[src/rtl/mips_hazard_pkg.sv]
// ---------------------------------------------------------------------------
// mips_hazard_pkg
//   Shared definitions for the MIPS pipeline hazard unit:
//   - forwarding select encodings for the execute operand muxes
//   - watchdog state enumeration
//   - the hard-wired zero register number
//   - small helper functions for register-match and forward-select decode
// ---------------------------------------------------------------------------
package mips_hazard_pkg;

  // Register $0 is hard-wired to zero, so it never creates a real dependency.
  localparam logic [4:0] REG_ZERO = 5'd0;

  // Execute-stage operand select: take the register file value, the value
  // being written back, or the ALU result sitting in the memory stage.
  typedef enum logic [1:0] {
    FWD_NONE = 2'b00,
    FWD_WB   = 2'b01,
    FWD_MEM  = 2'b10
  } fwd_sel_e;

  // Watchdog states: normal running, inside a stall run, and latched hang.
  typedef enum logic [1:0] {
    RUN   = 2'b00,
    STALL = 2'b01,
    HUNG  = 2'b10
  } wd_state_e;

  // True when a source register is a real (non-zero) match to a writer.
  function automatic logic regMatch(input logic [4:0] src, input logic [4:0] dst);
    return (src != REG_ZERO) && (src == dst);
  endfunction

  // Execute-stage forward decode. The memory stage holds the younger result,
  // so it must win over the writeback stage when both target the same register.
  function automatic fwd_sel_e fwdSelect(
    input logic [4:0] src,
    input logic [4:0] memDst,
    input logic       memWrite,
    input logic [4:0] wbDst,
    input logic       wbWrite
  );
    fwd_sel_e sel;
    sel = FWD_NONE;
    if (memWrite && regMatch(src, memDst)) begin
      sel = FWD_MEM;
    end else if (wbWrite && regMatch(src, wbDst)) begin
      sel = FWD_WB;
    end
    return sel;
  endfunction

endpackage

[src/rtl/hazard_perf_counter.sv]
// ---------------------------------------------------------------------------
// hazard_perf_counter
//   Saturating event counter used for stall statistics.
//   Ports:
//     clk    pipeline clock
//     rst    asynchronous active-high reset (count -> 0)
//     inc    count one event on the next rising edge
//     clr    synchronous clear; wins over a same-cycle inc
//     count  current count, sticks at all-ones once reached
// ---------------------------------------------------------------------------
module hazard_perf_counter #(
  parameter int WIDTH = 32
) (
  input  logic             clk,
  input  logic             rst,
  input  logic             inc,
  input  logic             clr,
  output logic [WIDTH-1:0] count
);

  logic [WIDTH-1:0] count_q;
  logic [WIDTH-1:0] count_d;

  // Next-count decode: a clear always lands on zero, otherwise an event
  // advances the count unless it has already saturated at all-ones, so a
  // long-running debug session never wraps back to a misleading small value.
  always_comb begin
    count_d = count_q;
    if (clr) begin
      count_d = '0;
    end else if (inc && (count_q != '1)) begin
      count_d = count_q + WIDTH'(1);
    end
  end

  // Count register, cleared asynchronously together with the pipeline.
  always_ff @(posedge clk or posedge rst) begin
    if (rst) begin
      count_q <= '0;
    end else begin
      count_q <= count_d;
    end
  end

  assign count = count_q;

endmodule

[src/rtl/hazard_unit.sv]
// ---------------------------------------------------------------------------
// hazard_unit
//   Hazard detection and forwarding control for the 5-stage MIPS pipeline.
//   Ports:
//     clk, rst                    clock / asynchronous active-high reset
//     RsD, RtD, BranchD           decode-stage sources and branch flag
//     RsE, RtE                    execute-stage sources
//     WriteRegE/M/W, RegWriteE/M/W destination and write enable per stage
//     MemtoRegE, MemtoRegM        stage holds a load
//     count_clr                   synchronous clear of both stall counters
//     StallF, StallD, FlushE      stall fetch/decode, flush decode/execute
//     ForwardAE, ForwardBE        execute operand forward selects
//     ForwardAD, ForwardBD        decode comparator forward from memory stage
//     lw_stall_count, br_stall_count  saturating stall cycle counters
//     deadlock                    sticky watchdog flag
// ---------------------------------------------------------------------------
module hazard_unit
  import mips_hazard_pkg::*;
#(
  parameter int COUNT_WIDTH    = 32,
  parameter int DEADLOCK_LIMIT = 4
) (
  input  logic                   clk,
  input  logic                   rst,
  input  logic [4:0]             RsD,
  input  logic [4:0]             RtD,
  input  logic                   BranchD,
  input  logic [4:0]             RsE,
  input  logic [4:0]             RtE,
  input  logic [4:0]             WriteRegE,
  input  logic [4:0]             WriteRegM,
  input  logic [4:0]             WriteRegW,
  input  logic                   RegWriteE,
  input  logic                   RegWriteM,
  input  logic                   RegWriteW,
  input  logic                   MemtoRegE,
  input  logic                   MemtoRegM,
  input  logic                   count_clr,
  output logic                   StallF,
  output logic                   StallD,
  output logic                   FlushE,
  output logic [1:0]             ForwardAE,
  output logic [1:0]             ForwardBE,
  output logic                   ForwardAD,
  output logic                   ForwardBD,
  output logic [COUNT_WIDTH-1:0] lw_stall_count,
  output logic [COUNT_WIDTH-1:0] br_stall_count,
  output logic                   deadlock
);

  // The watchdog trips on the edge that completes DEADLOCK_LIMIT stalled
  // cycles; run_len already counts the first one on entry to STALL.
  localparam logic [7:0] LIMIT_M1 = 8'(DEADLOCK_LIMIT - 1);

  logic      lwStall;
  logic      brStall;
  logic      stall;
  wd_state_e state_q;
  logic [7:0] runLen_q;
  logic      deadlock_q;

  // Execute-stage forwarding. Both operands use the same priority decode,
  // memory stage first because it carries the most recent result.
  always_comb begin
    ForwardAE = fwdSelect(RsE, WriteRegM, RegWriteM, WriteRegW, RegWriteW);
    ForwardBE = fwdSelect(RtE, WriteRegM, RegWriteM, WriteRegW, RegWriteW);
  end

  // The branch comparator sits in decode, so only a memory-stage ALU result
  // can be forwarded to it; anything younger has to stall instead.
  always_comb begin
    ForwardAD = RegWriteM && regMatch(RsD, WriteRegM);
    ForwardBD = RegWriteM && regMatch(RtD, WriteRegM);
  end

  // Load-use hazard: the load in execute produces its data only after the
  // memory stage, so a decode instruction reading that register must wait.
  // Branch hazard: a branch compares in decode and needs its operands one
  // stage earlier than an ALU op, so it waits on an ALU write still in
  // execute, and on a load still in memory.
  always_comb begin
    lwStall = MemtoRegE && (RtE != REG_ZERO) && ((RsD == RtE) || (RtD == RtE));
    brStall = BranchD &&
              ((RegWriteE && (WriteRegE != REG_ZERO) &&
                ((WriteRegE == RsD) || (WriteRegE == RtD))) ||
               (MemtoRegM && (WriteRegM != REG_ZERO) &&
                ((WriteRegM == RsD) || (WriteRegM == RtD))));
    stall   = lwStall || brStall;
  end

  // Stall and flush are suppressed during reset so the pipeline registers
  // are not held or bubbled while everything is being initialised.
  always_comb begin
    StallF = stall && !rst;
    StallD = stall && !rst;
    FlushE = stall && !rst;
  end

  // Per-cause stall statistics; both may count in the same cycle when a
  // branch and a load-use dependency coincide.
  hazard_perf_counter #(
    .WIDTH (COUNT_WIDTH)
  ) u_lw_counter (
    .clk   (clk),
    .rst   (rst),
    .inc   (lwStall),
    .clr   (count_clr),
    .count (lw_stall_count)
  );

  hazard_perf_counter #(
    .WIDTH (COUNT_WIDTH)
  ) u_br_counter (
    .clk   (clk),
    .rst   (rst),
    .inc   (brStall),
    .clr   (count_clr),
    .count (br_stall_count)
  );

  // Deadlock watchdog. A legal lw->branch sequence stalls for two cycles at
  // most, so a run reaching the limit means the pipeline is wedged. HUNG is
  // absorbing until reset so a debugger can still see it after the fact;
  // the stall/forward logic keeps running regardless. The deadlock flag is
  // registered alongside the state so it changes on the same edge.
  always_ff @(posedge clk or posedge rst) begin
    if (rst) begin
      state_q    <= RUN;
      runLen_q   <= 8'd0;
      deadlock_q <= 1'b0;
    end else begin
      case (state_q)
        RUN: begin
          if (stall) begin
            state_q  <= STALL;
            runLen_q <= 8'd1;
          end
        end
        STALL: begin
          if (stall) begin
            if (runLen_q == LIMIT_M1) begin
              state_q    <= HUNG;
              deadlock_q <= 1'b1;
            end else begin
              runLen_q <= runLen_q + 8'd1;
            end
          end else begin
            state_q  <= RUN;
            runLen_q <= 8'd0;
          end
        end
        HUNG: begin
          deadlock_q <= 1'b1;
        end
        default: begin
          state_q    <= RUN;
          runLen_q   <= 8'd0;
          deadlock_q <= 1'b0;
        end
      endcase
    end
  end

  assign deadlock = deadlock_q;

endmodule

[config.mk]
export PLATFORM = sky130hd
export DESIGN_NAME = hazard_unit
export DESIGN_NICKNAME = d
export VERILOG_FILES = /design/src/rtl/mips_hazard_pkg.sv /design/src/rtl/hazard_perf_counter.sv /design/src/rtl/hazard_unit.sv
export SDC_FILE = /design/constraint.sdc
export NUM_CORES = 1
export LEC_CHECK = 0
export ABC_AREA = 1
export CORE_MARGIN = 5
export CORE_UTILIZATION = 55
export CTS_CLUSTER_DIAMETER = 30
export DETAILED_ROUTE_END_ITERATION = 10
export GPL_ROUTABILITY_DRIVEN = 0
export PLACE_DENSITY_LB_ADDON = 0.05
export SYNTH_ARGS = -nofsm -noshare
export SYNTH_HDL_FRONTEND = slang
export SYNTH_SLANG_ARGS = --single-unit
[constraint.sdc]
create_clock -name clk -period 3.45 [get_ports clk]
set_input_delay 0.69 -clock clk [delete_from_list [all_inputs] [get_ports clk]]
set_output_delay 0.69 -clock clk [all_outputs]
set_load 0.02 [all_outputs]
# Word level (Yosys, flattened, before mapping)

Cells that the tools add are included.

$add $sub $neg: 3
Eq/ne operators: 22
Multiplexer cells: 19
Bitwise gates (word level): 2
Reductions and logical operators: 40

Operators by type and width:

| operator                | number |
|---|---|
| $mux W32                | 4 |
| $add A32 B1 Y32 const B | 2 |
| $ne A32 B32 Y1 const B  | 2 |
| $eq A5 B5 Y1            | 12 |
| $reduce_bool A5 Y1      | 6 |
| $mux W8                 | 3 |
| $pmux W8 S3             | 1 |
| $logic_and A1 B1 Y1     | 22 |
| $mux W2                 | 5 |
| $reduce_and A3 Y1       | 3 |
| $add A8 B1 Y8 const B   | 1 |
| $eq A8 B2 Y1 const B    | 1 |
| $ne A2 B2 Y1 const B    | 3 |
| $ne A3 B3 Y1 const B    | 2 |
| $pmux W2 S3             | 1 |
| $logic_or A1 B1 Y1      | 5 |
| $mux W1                 | 4 |
| $reduce_bool A2 Y1      | 2 |
| $pmux W1 S3             | 1 |
| $eq A2 B1 Y1 const B    | 1 |
| $eq A2 B2 Y1 const B    | 1 |
| $logic_not A2 Y1        | 1 |
| $not A1 Y1              | 2 |
| $logic_not A1 Y1        | 1 |

Register bits: 75
Bits of input ports: 44
Output and inout port bits: 74
Logic and storage cells: 91

# Longest topological paths before layout

Gate-level depths: netlist of run 1.

Word-level depth: 8
Depth in mapped cells: 16
Depth with buffers taken out: 15

# Modules after synthesis

From an unflattened synthesis of run 1, not the netlist that was laid out.

Cells, all modules: 996
Area total of the unflattened synthesis: 6157.2 µm²

Modules (own cells, without submodules):

| module              | instances | cells each | area an instance (µm²) | seq. area each (µm²) |
|---|---|---|---|---|
| hazard_perf_counter | 2         | 360        | 2274.7                 | 800.8 |
| hazard_unit         | 1         | 276        | 1607.8                 | 275.3 |

# Worst setup path before layout of run 1

OpenSTA, ideal clock, no wires.

Path type: input to output
Start point: input port RtE[2]
End point: output port ForwardBE[0]
Arrival time: 2165 ps
Data required time: 2760 ps
Slack: 595 ps
Cell stages on the path: 7
Buffers on the path: 1
Cells stage by stage: buf_2 > nor2_1 > and3_1 > inv_1 > o211ai_1 > nor4_1 > nor4_1

Cells in the longest elaborated chain, start to end: 5
Elaborated cells between the ends (all ways): 9
Those cells by class: 2 x eq/ne; 2 x mux; 5 x reduce/logical

RTL lines:

| what                                                      | line                  | RTL |
|---|---|---|
| from (decl)                                               | hazard_unit.sv:29     | `input logic [4:0] RtE,` |
| $eq A5 B5 Y1 / $reduce_bool A5 Y1 (equally long branches) | mips_hazard_pkg.sv:31 | `return (src != REG_ZERO) && (src == dst);` |
| $logic_and A1 B1 Y1                                       | mips_hazard_pkg.sv:31 |  |
| $logic_and A1 B1 Y1                                       | mips_hazard_pkg.sv:47 | `end else if (wbWrite && regMatch(src, wbDst)) begin` |
| $mux W1                                                   | mips_hazard_pkg.sv:47 |  |
| $mux W2 (*)                                               | mips_hazard_pkg.sv:45 | `if (memWrite && regMatch(src, memDst)) begin` |
| to (decl)                                                 | hazard_unit.sv:43     | `output logic [1:0] ForwardBE,` |

Mark *: on every way between the ends. The rest lies on a longest branch, timed or not.

# Final worst setup path of run 1

Start point: input port WriteRegM[3]
End point: output port ForwardBD

Cells in the longest elaborated chain, start to end: 3

RTL lines:

| what                | line                  | RTL |
|---|---|---|
| from (decl)         | hazard_unit.sv:31     | `input logic [4:0] WriteRegM,` |
| $eq A5 B5 Y1        | mips_hazard_pkg.sv:31 |  |
| $logic_and A1 B1 Y1 | mips_hazard_pkg.sv:31 |  |
| $logic_and A1 B1 Y1 | hazard_unit.sv:73     | `ForwardBD = RegWriteM && regMatch(RtD, WriteRegM);` |
| to (decl)           | hazard_unit.sv:45     | `output logic ForwardBD,` |

Every way passes these cells.

==> metrics.cfg, run 1 <==
[grt]
grt_pass1_wl_um = 29410
gr-total-overflow = 0
antenna_found_initial = 0
grt_max_degree = 38
grt_pass1_vias = 6306
grt_usage_pct = 27.42

[pwr]
p_clk_share_pct = 33.3
seqPwrFrac_pct = 44.5
swShare_pct = 34.54
internal-power_mw = 1.364
cellLeakagePower_nw = 3.239
p_per_area_nw_per_um2 = 276.4
p_total_mw = 2.084
ir_worst_vdd_mv = 0.2238
switching_power_uw = 719.7
p_comb_share_pct = 22.2

[cells_and_area]
nets = 1051
final_cells = 1142
final_cell_area_um2 = 7538
diodes = 0
drive_above_1_share_pct = 9.344
syn2layout_area_growth_pct = 29.18

[timing]
fin_crit_ns = 3.344
max_slew.worst_pin.slew_ns = 0.7453
setup_viol = 0
slew_viol_final = 0
period_share_pct = 96.92
finalHoldViolations = 0
worst_hold_slack_ns = 0.4854
max_slew_margin_pct = 49.86
setup_slack_ns = 0.1063
finalClockSkew_ns = 0.01670
max_freq_ghz = 0.2991

[clocking]
ctsHoldBuffers = 0
path_clk_slew_ns = 0.10
post_cts_buffers = 0
insertion_delay_ns = 0.36
cts_tree = built
numCtsBuffers = 9
cts.htree.levels = 3
cts_buffer_depth = 2
clkSinkCount = 75
ctsRootBufferMaster = clkbuf_8
post_cts_resized = 7

[floorplanning]
core_area_um2 = 10320
ios = 118
dieArea_um2 = 12770
start_util_pct = 56.53
die_h_um = 113.0
fp.dieW_um = 113.0
rows = 37

[synthesis]
synth_top_cell_area_share_pct = 32.16
synthCells = 858
syn-cell-area_um2 = 5836
ys.warnings.count = 0
synth_cell_types = 42
synth.largest_area_cell = dfrtp_1
syn-mean-instance-area_um2 = 6.801
synth_seq_area_share_pct = 32.16
syn-num-nets = 908
synth_seq_cells = 75
synthTopCellsByArea = dfrtp_1 (32%), nand2_1 (16%), nand3_1 (6.9%), nor2_1 (6.0%), xor2_1 (5.6%)

[detailed_routing]
avgRoutedWirePerCell_um = 15.56
ant_nets = 0
drt_iter0_drc = 634
dr.pass1.iters = 5
drc = 0
routed_wl_um = 17770
vias_per_cell = 5.705
num_vias = 6515

[setup_path]
critPathKind = in -> out
worstPathMaxFanout = 4
arrival_ns = 2.65
cp.required_ns = 2.76
endpoint_kind = primary output
worstSetupStartpointType = input pin

[place]
dpl_cell_area_um2 = 7332
post-dp-hpwl_um = 13350
preCtsSetupSlack_ns = -0.2069
portBuffers = 117
dp.cells = 1126

[job]
drv_cap = 0

[hold_path]
hp-class = reg -> reg

[outcome]
outcome = finished, final reports clean

-- Yosys cell counts --
cell         n
nor3b_1      4
o21bai_1     1
nor2_4       1
a311oi_1     1
nand3_2      1
nand3_4      1
nand2_2      6
xnor2_1     34
nand3_1     81
nand2_1    241
o21ai_0     17
ha_1         6
o221ai_1     1
nor3_2       3
buf_6        6
a31oi_4      1
buf_1        1
o31ai_1     12
and3_1       1
nor2_2       1
clkinv_1     2
inv_2       11
nand3b_1     3
a21oi_1      5
a211oi_1     2
or2_0        1
buf_4        4
nor3_1      36
buf_2       14
o211ai_1     1
a21o_1       1
o22ai_1      2
o21ai_1     21
dfrtp_1     75
xor2_1      37
nor2_1      94
clkbuf_1     7
nor4_1      20
nand4_1     30
o2111ai_1    2
inv_1       69
nand2_4      1
-- area by class of cell --
| cell class | instances | area, um^2 |
|---|---|---|
| timing repair buffer | 164 | 1521 |
| clock inverter | 7 | 70.07 |
| multi-input combinational | 669 | 3468 |
| clock buffer | 9 | 123.9 |
| fill | 869 | 2785 |
| tap | 136 | 170.2 |
| sequential | 75 | 1877 |
| inverter | 82 | 307.8 |
-- power by group through the flow --
stage	clock, mW	combinational (mW)	sequential (mW)
after floorplan	0	0.267	0.951
final	0.693	0.463	0.927
after CTS	0.691	0.459	0.926
after detailed placement	0	0.459	0.944
after global routing	0.738	0.509	0.930
after global placement	0	0.441	0.942
-- cells by family (layout without fill, tap and decap cells) --
| group | Yosys count | count (layout) | share of synthesized area (%) |
|---|---|---|---|
| adders and majority gates | 6 | 6 | 1.286 |
| AOI/OAI and AO/OA | 67 | 67 | 7.054 |
| buffers and inverters | 114 | 262 | 8.662 |
| DFF | 75 | 75 | 32.16 |
| and+or+nand+nor | 525 | 525 | 40.18 |
| xor gates and xnor gates | 71 | 71 | 10.66 |
-- registers in the layout, indices dropped and copies added, names as in the netlist --
| register | count |
|---|---|
| u_br_counter.count | 32 |
| u_lw_counter.count | 32 |
| runLen_q | 8 |
| state_q | 2 |
| deadlock | 1 |
-- placed cells by master (no fill, tap or decap), drive strengths merged, types with 5 or more instances in the layout --
cell,Yosys,layout
buf,25,47
xor2,37,37
nor2,96,96
o31ai,12,12
nand3,83,83
nor3,39,39
nand2,248,248
clkbuf,7,9
inv,80,84
nand4,30,30
dlygate4sd2,0,6
o21ai,38,38
ha,6,6
clkdlybuf4s50,0,109
a21oi,5,5
nor4,20,20
dfrtp,75,75
xnor2,34,34
-- worst max-delay path: stages --
cell,delay (ns)
clkdlybuf4s50_1,0.55
inv_2,0.06
nand2_1,0.07
nand2_1,0.06
nor2_1,0.14
nand3_1,0.11
buf_4,0.14
a211oi_1,0.17
clkdlybuf4s50_1,0.65
-- worst paths after layout --
kind | depth (start not counted) | start | slack (ns) | end
setup / recovery | 9 | WriteRegM[3] | 0.11 | ForwardBD
hold / removal | 2 | runLen_q[7]$_DFFE_PP0P_ | 0.49 | runLen_q[7]$_DFFE_PP0P_
max in group asynchronous | 3 | rst | 1.72 | u_lw_counter.count[8]$_DFFE_PP0P_
hold reg to reg | 2 | runLen_q[7]$_DFFE_PP0P_ | 0.49 | runLen_q[7]$_DFFE_PP0P_
min in group asynchronous | 2 | rst | 0.89 | state_q[0]$_DFFE_PP0P_
setup reg to reg | 10 | u_lw_counter.count[0]$_DFFE_PP0P_ | 1.22 | u_lw_counter.count[17]$_DFFE_PP0P_
-- per-stage QoR --
step	setup TNS, ns	util, %
after floorplan	0	-
after global placement	-0.4920	71.02
after detailed placement	-0.8268	71.02
after CTS	0	72.88
after global routing	-0.01017	73.02
final	0	73.02
-- routing by layer --
metal,track usage [%],routed length [um],share of wire [%]
met1,36.54,7476,42
met2,45.06,8401,47
met3,4.759,1400,7.9
met4,9.615,491,2.8
met5,0,0,0
Note: power is estimated with default switching activity, not from simulation.
==> inputs of run 2 (changes only) <==
--- a/config.mk
+++ b/config.mk
@@ -11,7 +11,9 @@
 export CTS_CLUSTER_DIAMETER = 30
 export DETAILED_ROUTE_END_ITERATION = 10
 export GPL_ROUTABILITY_DRIVEN = 0
+export HOLD_SLACK_MARGIN = 0.15
 export PLACE_DENSITY_LB_ADDON = 0.05
+export SETUP_SLACK_MARGIN = 0.2
 export SYNTH_ARGS = -nofsm -noshare
 export SYNTH_HDL_FRONTEND = slang
 export SYNTH_SLANG_ARGS = --single-unit
==> metrics.cfg, run 2 (synthesized netlist as in run 1, its figures left out) <==
[outcome]
outcome = finished, final reports clean

[setup_path]
r2r_slack_ns = 1.23  ; about the same
worstSetupStartpointType = input pin
critPathKind = in -> out
worstPathMaxFanout = 4  ; unchanged
cp-endpoint = ForwardBE[1]
cpPeakStageDelay_ns = 0.56  ; -0.09 ns
endpoint_kind = primary output
reg2reg_to = u_br_counter.count[2]$_DFFE_PP0P_
r2r_start = u_br_counter.count[1]$_DFFE_PP0P_
cp.required_ns = 2.76  ; about the same
crit_chain = clkdlybuf4s50_1 -> inv_1 -> and3_1 -> inv_1 -> o211ai_1 -> nor4_2 -> buf_4 -> dlygate4sd2_1
critPathBufInv = 5  ; +1
crit_top_cell = inv_1
crit_family = buffers and inverters
crit_start = RtE[3]
cp_slowest_cell = clkdlybuf4s50_1
arrival_ns = 2.49  ; -0.16 ns
r2r_cells = 12  ; +2
cp.depth = 8  ; -1

[floorplanning]
start_util_pct = 56.53  ; unchanged
fp.dieW_um = 113.0  ; unchanged
die_h_um = 113.0  ; unchanged
core_area_um2 = 10320  ; unchanged
dieArea_um2 = 12770  ; unchanged
ios = 118  ; unchanged
rows = 37  ; unchanged

[clocking]
numCtsBuffers = 9  ; unchanged
ctsRootBufferMaster = clkbuf_8
cts_tree = built
cts_buffer_depth = 2  ; unchanged
post_cts_resized = 17  ; +10
clkSinkCount = 75  ; unchanged
ctsHoldBuffers = 0  ; unchanged
cts.htree.levels = 3  ; unchanged
post_cts_buffers = 0  ; unchanged
insertion_delay_ns = 0.36  ; about the same
path_clk_slew_ns = 0.10  ; about the same

[grt]
grt_pass1_wl_um = 29410  ; unchanged
grt_usage_pct = 27.42  ; unchanged
gr-total-overflow = 0  ; unchanged
antenna_found_initial = 0  ; unchanged
grt_max_degree = 38  ; unchanged
grt_pass1_vias = 6290  ; -0.25%

[detailed_routing]
drt_iter0_drc = 633  ; -0.16%
top_layer = met4
wl_met2_um = 8416  ; +0.18%
ant_nets = 0  ; unchanged
wl_met3_um = 1437  ; +2.6%
drc = 0  ; unchanged
vias_per_cell = 5.636  ; -1.2%
routed_wl_um = 17660  ; -0.60%
num_vias = 6436  ; -1.2%
dr.pass1.iters = 5  ; unchanged
avgRoutedWirePerCell_um = 15.47  ; -0.60%
met1_length_um = 7406  ; -0.94%

[cells_and_area]
mostFrequentLayoutCell = nand2_1
nets = 1051  ; unchanged
fill_cells = 865  ; -0.46%
final_cell_area_um2 = 7540  ; about the same
final_cell_mix = nand2_1 (241), clkdlybuf4s50_1 (106), nor2_1 (94)
diodes = 0  ; unchanged
syn2layout_area_growth_pct = 29.20  ; about the same
drive_above_1_share_pct = 9.841  ; +0.50 points
final_cells = 1142  ; unchanged

[timing]
setup_viol = 0  ; unchanged
max_slew.worst_pin.slew_ns = 0.7414  ; -0.003901 ns
max_slew_margin_pct = 50.12  ; +0.26 points
slew_viol_final = 0  ; unchanged
finalClockSkew_ns = 0.01414  ; -0.002557 ns
rsz0062_at_grt = false
fin_crit_ns = 3.179  ; -0.1647 ns
max_freq_ghz = 0.3146  ; +5.2%
worst_hold_slack_ns = 0.4853  ; -0.0001840 ns
period_share_pct = 92.15  ; -4.8 points
fin_tns_setup_ns = 0  ; unchanged
finalHoldViolations = 0  ; unchanged

[place]
post-dp-hpwl_um = 13350  ; unchanged
portBuffers = 117  ; unchanged
dp.cells = 1126  ; unchanged
dpl_cell_area_um2 = 7332  ; unchanged

[pwr]
ir_worst_vdd_mv = 0.2236  ; -0.12%
cellLeakagePower_nw = 3.221  ; -0.56%
p_per_area_nw_per_um2 = 276.1  ; -0.11%

[job]
drv_cap = 0  ; unchanged

[hold_path]
hp-class = reg -> reg

[run 2: cell count changes in the layout (fill, tap and decap cells not counted), sizes merged]
cell           before  now
clkbuf              9   12
clkdlybuf4s50     109  106
clkdlybuf4s15       0    1
dlygate4sd2         6    5
[run 2: metrics by stage]
stage | setup WS (ns) | util [%] | power (mW)
floorplan | 0.5951 | - | 1.218
global placement | -0.1580 | 71.02 | 1.382
detailed placement | -0.2069 | 71.02 | 1.402
CTS | 0.1783 | 72.99 | 2.077
global route | 0.1969 | 73.03 | 2.178
finish | 0.2710 | 73.03 | 2.082
[run 2: power by group]
part,switching (mW),internal [mW],total (mW)
Combinational,0.282,0.180,0.463
Clock,0.412,0.280,0.692
Sequential,0.0243,0.903,0.927
[run 2: layout make-up]
type	instances	area, um^2	share of cell area (%)
flip-flops and latches	75	1877	24.89
clock inverters	7	70.07	0.9293
inverters	82	307.8	4.082
repair buffers	164	1509	20.01
well taps	136	170.2	2.257
multi-input cells	669	3482	46.18
clock buffers	9	123.9	1.643
[run 2: worst min-delay path by stage]
stage                            startpoint                      end  slack [ns]  cells past startpoint
detailed placement  runLen_q[7]$_DFFE_PP0P_  runLen_q[7]$_DFFE_PP0P_        0.46                      2
global route        runLen_q[7]$_DFFE_PP0P_  runLen_q[7]$_DFFE_PP0P_        0.54                      2
CTS                 runLen_q[7]$_DFFE_PP0P_  runLen_q[7]$_DFFE_PP0P_        0.49                      2
finish              runLen_q[7]$_DFFE_PP0P_  runLen_q[7]$_DFFE_PP0P_        0.49                      2
floorplan           runLen_q[6]$_DFFE_PP0P_  runLen_q[6]$_DFFE_PP0P_        0.44                      2
global placement       deadlock$_DFFE_PP0P_     deadlock$_DFFE_PP0P_        0.46                      2
[run 2: routing by layer]
layer  track usage [%]  vias up
li1                  -     3101
met1             36.67     2979
met2             45.34      309
met3             4.599       47
met4             8.974        0
met5                 0        -
[run 2: worst reg2reg max path: stages, from the launching register on]
cell and delay [ns]:
dfrtp_1 0.43, ha_1 0.19, inv_1 0.10, nor3_2 0.17, inv_2 0.10, nor2_4 0.11
inv_2 0.05, nor2_2 0.12, nand2_1 0.13, nand3_2 0.13, nand2_2 0.29, nand4_1 0.19
o21ai_1 0.08
